$ cat src/rtl/neopixel_pkg.sv
// Shared definitions for the two-port NeoPixel controller arbiter:
// FSM state encoding, port count, bus widths and counter widths.
package neopixel_pkg;

  localparam int NP_PORTS   = 2;
  localparam int NP_ADDR_W  = 32;
  localparam int NP_DATA_W  = 32;
  localparam int NP_BEAT_W  = 8;
  localparam int NP_STALL_W = 16;

  typedef enum logic [1:0] {
    ST_IDLE  = 2'd0,
    ST_GRANT = 2'd1,
    ST_DONE  = 2'd2,
    ST_ABORT = 2'd3
  } np_state_e;

endpackage

$ cat src/rtl/neopixel_ctrl_arbiter_if.sv
// Bundle of requester-side and pixel-controller-side signals of the arbiter.
// Port i of the packed request buses lives at [32i+31:32i].
interface neopixel_ctrl_arbiter_if;
  import neopixel_pkg::*;

  logic [NP_PORTS-1:0]           req_valid;
  logic [NP_PORTS-1:0]           req_write_en;
  logic [NP_PORTS*NP_ADDR_W-1:0] req_address;
  logic [NP_PORTS*NP_DATA_W-1:0] req_write_data;
  logic [NP_PORTS-1:0]           req_grant;
  logic [NP_PORTS-1:0]           req_ready;
  logic                          ctrl_write_en;
  logic [NP_ADDR_W-1:0]          ctrl_address;
  logic [NP_DATA_W-1:0]          ctrl_write_data;
  logic                          ctrl_ready;
  logic                          frame_done;
  logic                          timeout_err;

  // Arbiter side
  modport slave (
    input  req_valid, req_write_en, req_address, req_write_data, ctrl_ready,
    output req_grant, req_ready, ctrl_write_en, ctrl_address, ctrl_write_data,
           frame_done, timeout_err
  );

  // Requesters plus pixel controller side
  modport master (
    output req_valid, req_write_en, req_address, req_write_data, ctrl_ready,
    input  req_grant, req_ready, ctrl_write_en, ctrl_address, ctrl_write_data,
           frame_done, timeout_err
  );

endinterface

$ cat src/rtl/neopixel_ctrl_arbiter.sv
// Two-port round-robin arbiter in front of a NeoPixel controller.
// A granted port owns the controller for a whole frame of C_PIXELS beats;
// the grant is only released by frame completion or by a stall timeout.
module neopixel_ctrl_arbiter
  import neopixel_pkg::*;
#(
  parameter int C_PIXELS  = 12,
  parameter int C_TIMEOUT = 1024
) (
  input  logic                  axi_clock,
  input  logic                  axi_resetn,
  neopixel_ctrl_arbiter_if.slave bus
);

  localparam logic [NP_BEAT_W-1:0]  LP_PIXELS  = NP_BEAT_W'(C_PIXELS);
  localparam logic [NP_STALL_W-1:0] LP_TIMEOUT = NP_STALL_W'(C_TIMEOUT);

  np_state_e               r_state;
  np_state_e               w_state_nxt;
  logic [NP_PORTS-1:0]     r_grant;
  logic [NP_PORTS-1:0]     w_grant_nxt;
  logic                    r_last;          // index of the port granted last
  logic                    w_last_nxt;
  logic [NP_BEAT_W-1:0]    r_beat_cnt;
  logic [NP_BEAT_W-1:0]    w_beat_nxt;
  logic [NP_STALL_W-1:0]   r_stall_cnt;
  logic [NP_STALL_W-1:0]   w_stall_nxt;
  logic                    r_frame_done;
  logic                    w_frame_done_nxt;
  logic                    r_timeout_err;
  logic                    w_timeout_err_nxt;
  logic                    r_ctrl_we;
  logic [NP_ADDR_W-1:0]    r_ctrl_addr;
  logic [NP_DATA_W-1:0]    r_ctrl_data;

  logic [NP_PORTS-1:0]     w_ready;
  logic [NP_PORTS-1:0]     w_accept_vec;
  logic                    w_accept;
  logic [NP_ADDR_W-1:0]    w_beat_addr;
  logic [NP_DATA_W-1:0]    w_beat_data;

  // Ready follows the grant only while the controller can take a beat in GRANT
  always_comb begin
    w_ready = {NP_PORTS{1'b0}};
    if ((r_state == ST_GRANT) && bus.ctrl_ready) begin
      w_ready = r_grant;
    end else begin
      w_ready = {NP_PORTS{1'b0}};
    end
    w_accept_vec = bus.req_write_en & w_ready;
    w_accept     = |w_accept_vec;
  end

  // Select address/data of the granted port
  always_comb begin
    w_beat_addr = bus.req_address[NP_ADDR_W-1:0];
    w_beat_data = bus.req_write_data[NP_DATA_W-1:0];
    if (r_grant[1]) begin
      w_beat_addr = bus.req_address[2*NP_ADDR_W-1:NP_ADDR_W];
      w_beat_data = bus.req_write_data[2*NP_DATA_W-1:NP_DATA_W];
    end else begin
      w_beat_addr = bus.req_address[NP_ADDR_W-1:0];
      w_beat_data = bus.req_write_data[NP_DATA_W-1:0];
    end
  end

  // Next-state, grant, counters and pulse outputs
  always_comb begin
    w_state_nxt       = r_state;
    w_grant_nxt       = r_grant;
    w_last_nxt        = r_last;
    w_beat_nxt        = r_beat_cnt;
    w_stall_nxt       = r_stall_cnt;
    w_frame_done_nxt  = 1'b0;
    w_timeout_err_nxt = 1'b0;
    case (r_state)
      ST_IDLE: begin
        w_grant_nxt = {NP_PORTS{1'b0}};
        w_beat_nxt  = {NP_BEAT_W{1'b0}};
        w_stall_nxt = {NP_STALL_W{1'b0}};
        if (bus.req_valid == 2'b11) begin
          // Contention: the port not served last wins
          w_state_nxt = ST_GRANT;
          if (r_last) begin
            w_grant_nxt = 2'b01;
            w_last_nxt  = 1'b0;
          end else begin
            w_grant_nxt = 2'b10;
            w_last_nxt  = 1'b1;
          end
        end else if (bus.req_valid != 2'b00) begin
          w_state_nxt = ST_GRANT;
          w_grant_nxt = bus.req_valid;
          w_last_nxt  = bus.req_valid[1];
        end else begin
          w_state_nxt = ST_IDLE;
        end
      end
      ST_GRANT: begin
        if (w_accept) begin
          w_stall_nxt = {NP_STALL_W{1'b0}};
          if ((r_beat_cnt + 8'd1) == LP_PIXELS) begin
            w_state_nxt      = ST_DONE;
            w_grant_nxt      = {NP_PORTS{1'b0}};
            w_beat_nxt       = {NP_BEAT_W{1'b0}};
            w_frame_done_nxt = 1'b1;
          end else begin
            w_beat_nxt = r_beat_cnt + 8'd1;
          end
        end else if (bus.ctrl_ready) begin
          // Controller is willing but the owner sends nothing: a stall cycle
          if ((r_stall_cnt + 16'd1) == LP_TIMEOUT) begin
            w_state_nxt       = ST_ABORT;
            w_grant_nxt       = {NP_PORTS{1'b0}};
            w_beat_nxt        = {NP_BEAT_W{1'b0}};
            w_stall_nxt       = {NP_STALL_W{1'b0}};
            w_timeout_err_nxt = 1'b1;
          end else begin
            w_stall_nxt = r_stall_cnt + 16'd1;
          end
        end else begin
          // Back-pressure from the controller is not the owner's fault
          w_stall_nxt = r_stall_cnt;
        end
      end
      ST_DONE, ST_ABORT: begin
        w_state_nxt = ST_IDLE;
        w_grant_nxt = {NP_PORTS{1'b0}};
        w_beat_nxt  = {NP_BEAT_W{1'b0}};
        w_stall_nxt = {NP_STALL_W{1'b0}};
      end
      default: begin
        w_state_nxt = ST_IDLE;
        w_grant_nxt = {NP_PORTS{1'b0}};
        w_beat_nxt  = {NP_BEAT_W{1'b0}};
        w_stall_nxt = {NP_STALL_W{1'b0}};
      end
    endcase
  end

  // FSM state, grant ownership and counters
  always_ff @(posedge axi_clock or negedge axi_resetn) begin
    if (!axi_resetn) begin
      r_state       <= ST_IDLE;
      r_grant       <= {NP_PORTS{1'b0}};
      r_last        <= 1'b1;
      r_beat_cnt    <= {NP_BEAT_W{1'b0}};
      r_stall_cnt   <= {NP_STALL_W{1'b0}};
      r_frame_done  <= 1'b0;
      r_timeout_err <= 1'b0;
    end else begin
      r_state       <= w_state_nxt;
      r_grant       <= w_grant_nxt;
      r_last        <= w_last_nxt;
      r_beat_cnt    <= w_beat_nxt;
      r_stall_cnt   <= w_stall_nxt;
      r_frame_done  <= w_frame_done_nxt;
      r_timeout_err <= w_timeout_err_nxt;
    end
  end

  // Registered beat forwarding to the controller; address/data hold when idle
  always_ff @(posedge axi_clock or negedge axi_resetn) begin
    if (!axi_resetn) begin
      r_ctrl_we   <= 1'b0;
      r_ctrl_addr <= {NP_ADDR_W{1'b0}};
      r_ctrl_data <= {NP_DATA_W{1'b0}};
    end else begin
      r_ctrl_we <= w_accept;
      if (w_accept) begin
        r_ctrl_addr <= w_beat_addr;
        r_ctrl_data <= w_beat_data;
      end
    end
  end

  assign bus.req_grant       = r_grant;
  assign bus.req_ready       = w_ready;
  assign bus.ctrl_write_en   = r_ctrl_we;
  assign bus.ctrl_address    = r_ctrl_addr;
  assign bus.ctrl_write_data = r_ctrl_data;
  assign bus.frame_done      = r_frame_done;
  assign bus.timeout_err     = r_timeout_err;

endmodule

$ cat src/flat_wrapper.sv
// flat-port wrapper written by rule: the top's interface ports become plain ports
module neopixel_ctrl_arbiter_flat import neopixel_pkg::*;
#(
  parameter int C_PIXELS  = 12,
  parameter int C_TIMEOUT = 1024
)
  (axi_clock, axi_resetn, bus_req_valid, bus_req_write_en, bus_req_address, bus_req_write_data, bus_ctrl_ready, bus_req_grant, bus_req_ready, bus_ctrl_write_en, bus_ctrl_address, bus_ctrl_write_data, bus_frame_done, bus_timeout_err);
  neopixel_ctrl_arbiter_if bus_i ();
  input  logic axi_clock;
  input  logic axi_resetn;
  input wire logic [$bits(bus_i.req_valid)-1:0] bus_req_valid;
  input wire logic [$bits(bus_i.req_write_en)-1:0] bus_req_write_en;
  input wire logic [$bits(bus_i.req_address)-1:0] bus_req_address;
  input wire logic [$bits(bus_i.req_write_data)-1:0] bus_req_write_data;
  input wire logic [$bits(bus_i.ctrl_ready)-1:0] bus_ctrl_ready;
  output wire logic [$bits(bus_i.req_grant)-1:0] bus_req_grant;
  output wire logic [$bits(bus_i.req_ready)-1:0] bus_req_ready;
  output wire logic [$bits(bus_i.ctrl_write_en)-1:0] bus_ctrl_write_en;
  output wire logic [$bits(bus_i.ctrl_address)-1:0] bus_ctrl_address;
  output wire logic [$bits(bus_i.ctrl_write_data)-1:0] bus_ctrl_write_data;
  output wire logic [$bits(bus_i.frame_done)-1:0] bus_frame_done;
  output wire logic [$bits(bus_i.timeout_err)-1:0] bus_timeout_err;
  assign bus_i.req_valid = bus_req_valid;
  assign bus_i.req_write_en = bus_req_write_en;
  assign bus_i.req_address = bus_req_address;
  assign bus_i.req_write_data = bus_req_write_data;
  assign bus_i.ctrl_ready = bus_ctrl_ready;
  assign bus_req_grant = bus_i.req_grant;
  assign bus_req_ready = bus_i.req_ready;
  assign bus_ctrl_write_en = bus_i.ctrl_write_en;
  assign bus_ctrl_address = bus_i.ctrl_address;
  assign bus_ctrl_write_data = bus_i.ctrl_write_data;
  assign bus_frame_done = bus_i.frame_done;
  assign bus_timeout_err = bus_i.timeout_err;
  neopixel_ctrl_arbiter #(.C_PIXELS(C_PIXELS), .C_TIMEOUT(C_TIMEOUT)) u_core (.axi_clock(axi_clock), .axi_resetn(axi_resetn), .bus(bus_i));
endmodule
$ cat config.mk
export PLATFORM = sky130hd
export DESIGN_NAME = neopixel_ctrl_arbiter_flat
export DESIGN_NICKNAME = d
export VERILOG_FILES = /design/src/rtl/neopixel_pkg.sv /design/src/rtl/neopixel_ctrl_arbiter_if.sv /design/src/rtl/neopixel_ctrl_arbiter.sv /design/src/flat_wrapper.sv
export SDC_FILE = /design/constraint.sdc
export NUM_CORES = 1
export LEC_CHECK = 0
export BUFFER_PORTS_ARGS = -buffer_cell sky130_fd_sc_hd__buf_2
export CAP_MARGIN = 20
export CORE_MARGIN = 2
export CORE_UTILIZATION = 43
export CTS_CLUSTER_DIAMETER = 150
export DETAILED_ROUTE_END_ITERATION = 16
export PLACE_DENSITY = 0.82
export SYNTH_ARGS = -nofsm -noshare
export SYNTH_HDL_FRONTEND = slang
export SYNTH_SLANG_ARGS = --single-unit
export TNS_END_PERCENT = 30
$ cat constraint.sdc
create_clock -name axi_clock -period 1.8 [get_ports axi_clock]
set_input_delay 0.09 -clock axi_clock [delete_from_list [all_inputs] [get_ports axi_clock]]
set_output_delay 0.09 -clock axi_clock [all_outputs]
set_load 0.1 [all_outputs]
==> impl_metrics.ini <==
[sta]
slew_headroom = 0.6353
slew_violations = 0
setup_viol = 19
rsz0062_at_grt = yes
period_share = 1.122
finalClockSkew_ns = 0.007880
max_slew.worst_pin.slew_ns = 0.5469
tns_ns = -2.548
fin_crit_ns = 2.019
hold_viol = 0
setup_ws_ns = -0.2194
timing.fmax_mhz = 495.2

[final_layout]
nets = 871
fin_area_mm2 = 0.006718
mostFrequentLayoutCells = buf_2, dfrtp_1, nand2_1, o21ai_0, mux2i_1
area_growth_pct = 40.40
final_common_cell = buf_2
n_fill_cell = 900
diodes = 0
final_cells = 878
drive_gt1_frac = 0.4106
fin_util = 0.6197

[synthesis]
mappedNetlistArea_mm2 = 0.004785
synth_nets = 632
synth_edf_count = 0
ys_seq_elements = 96
synth_cell_types = 55
ys.flop_type = dfrtp_1
yosysWarnings = 0
yosysSeqAreaShare = 0.5024
async_reset_ff_frac = 1.000
postSynthAreaPerCell_um2 = 9.685
synth_cells = 494

[clocking]
root_buffer = clkbuf_8
cts_tree = done
clkSinkCount = 96
path_clk_slew_ns = 0.09
worstSkewPairLatency_ns = 0.35
htree_levels = 3
numCtsBuffers = 9
cts_buffer_depth = 2

[drt]
vias = 4581
routed_wl_um = 13090
drtPass1Iterations = 4
wire_per_inst_um = 14.90
drtIter0Drc = 236
via_per_inst = 5.218
post-route-drc-count = 0
ant_nets = 0

[power]
power_frac_seq = 0.249
switchingPower_w = 0.008084
ir_drop_uv = 2081
p_leak_nw = 3.374
clkPwrFrac = 0.117
intPower_w = 0.005540
switching_share = 0.5934
p_comb_frac = 0.633
powerDensity_mw_per_mm2 = 2028

[grt]
antenna_found_initial = 0
grt_use_met3 = 0.03142
grt_util_met1 = 0.2367
top_usage_layer = met2
grt_pass1_vias = 4430
grt_util_all_layers = 0.2085
grt_pass1_wl_um = 19650
grt.overflow.total = 0
gr-usage-met2 = 0.3832
grt_max_degree = 64

[placed_design]
dp_cells = 854
place_ws_ns = -0.2225
dp_hpwl_um = 9848
port_buffers = 205
postPlaceCellArea_mm2 = 0.006332
gp_routability_congestion = 0.9126

[setup_path]
cp_max_fo = 5
critPathArrivalTime_ns = 2.26
critPathRequiredTime_ns = 2.04
worst_setup_path_start_kind = flop
critical_path_class = flop to flop
critPathCaptureType = flop

[floorplan]
initial_utilization = 0.4414
fp.coreArea_mm2 = 0.01084
io_pins = 206
die_area_mm2 = 0.01199
dieHeight_um = 109.5
die_x_um = 109.5
row_count = 38

[worst_hold_path]
min_path_type = primary input to flop

[flow_run]
cap_viol_max_count = 0

[run_status]
status = complete, but fails checks
violations = negative setup slack
Yosys cell counts, types with 2 or more instances:
library cell  instances  area (µm²)
dfrtp_1              95        2377
nand2_1              81       304.0
o21ai_0              77       385.4
mux2i_1              67       670.6
nor2_1               27       101.4
clkbuf_1             21       78.83
a21oi_1              14       70.07
nand3_1              13       65.06
inv_1                 9       33.78
nand4_1               6       37.54
or3_1                 6       37.54
xnor2_1               5       43.79
buf_1                 4       15.01
nor3_1                4       20.02
o21ai_1               4       20.02
xor2_1                4       35.03
and2_1                3       18.77
and3_1                3       18.77
ha_1                  3       37.54
nand2b_1              3       18.77
nor2b_1               3       18.77
a211oi_1              2       15.01
a31oi_1               2       12.51
buf_2                 2       10.01
nand3_2               2       20.02
nor4_1                2       12.51
o31ai_1               2       15.01
or2_2                 2       12.51
or4_1                 2       15.01
state kept, by name, summed over array words and instances (netlist names):
signal	flops
u_core.bus.ctrl_address	32
u_core.bus.ctrl_write_data	32
u_core.bus.ctrl_write_en	1
u_core.bus.frame_done	1
u_core.bus.req_grant	2
u_core.bus.timeout_err	1
u_core.r_beat_cnt	8
u_core.r_last	1
u_core.r_stall_cnt	16
u_core.r_state	2
worst paths after layout:
check                                                   startpoint                                    endpoint  slack [ns]  cells after the start
setup reg to reg                 u_core.r_stall_cnt[5]$_DFFE_PN0P_            u_core.r_beat_cnt[2]$_DFFE_PN0P_       -0.22                      7
min in group asynchronous                               axi_resetn   u_core.bus.ctrl_write_data[5]$_DFFE_PN0N_        0.23                      2
max in group asynchronous                               axi_resetn                   u_core.r_last$_DFFE_PN1P_        0.86                      3
hold reg to reg            u_core.bus.ctrl_address[27]$_DFFE_PN0N_     u_core.bus.ctrl_address[27]$_DFFE_PN0N_        0.48                      2
hold / removal                              bus_req_write_data[23]  u_core.bus.ctrl_write_data[23]$_DFFE_PN0N_        0.02                      3
setup / recovery                 u_core.r_stall_cnt[5]$_DFFE_PN0P_            u_core.r_beat_cnt[2]$_DFFE_PN0P_       -0.22                      7
repair_timing:
| action | 4_1_cts | 5_1_grt |
|---|---|---|
| endpoints found under the hold margin | 32 | 0 |
| hold buffers | 1 | 0 |
| buffers inserted | 3 | 3 |
| gates resized for setup | 8 | 14 |
| pin swaps | 2 | 4 |
| endpoints found under the setup margin | 20 | 23 |
| gates cloned | 1 | 0 |
cell families after synthesis:
kind of cell / synth area share
simple gates: 0.1663
mux: 0.1402
flops: 0.5024
xor+xnor: 0.01647
compound gates: 0.1357
buf+inv: 0.03112
fa+ha+maj: 0.007846
critical path, cell delays in order, from the launching register on:
cell and delay [ns]:
dfrtp_1 0.43, nand4_1 0.18, or3_1 0.37, a211oi_2 0.24
nor3b_4 0.27, buf_4 0.16, a31o_4 0.19, o21ai_1 0.07
power by group through the flow:
stage / clock network, W / registers [W] / logic, W
6_report: 0.00160 / 0.00340 / 0.00863
5_1_grt: 0.00174 / 0.00348 / 0.00905
4_1_cts: 0.00165 / 0.00340 / 0.00863
3_5_place_dp: 0 / 0.00343 / 0.00858
3_3_place_gp: 0 / 0.00339 / 0.00841
2_1_floorplan: 0 / 0.00837 / 0.00186
routing by layer:
layer | share of wire | vias up
met1 | 0.39 | 2146
met4 | 0.026 | 0
met5 | 0 | -
met3 | 0.068 | 35
met2 | 0.52 | 176
li1 | - | 2224
through the flow:
| stage | hold WS (ns) | power, W |
|---|---|---|
| 6_report | 0.02010 | 0.01362 |
| 5_1_grt | 0.01563 | 0.01427 |
| 4_1_cts | 0.005990 | 0.01367 |
| 3_5_place_dp | 0.07593 | 0.01201 |
| 3_3_place_gp | 0.06951 | 0.01180 |
| 2_1_floorplan | -0.2056 | 0.01023 |
layout make-up:
class                   instances  area, µm²  area share
clock inverters                 4      76.32     0.01136
flip-flops and latches         96       2411      0.3589
inverters                      10      37.54    0.005588
clock buffers                  12      155.1     0.02310
repair buffers                255       1509      0.2246
multi-input cells             361       2354      0.3503
well taps                     140      175.2     0.02608
Note: power is estimated with default switching activity, not from simulation.
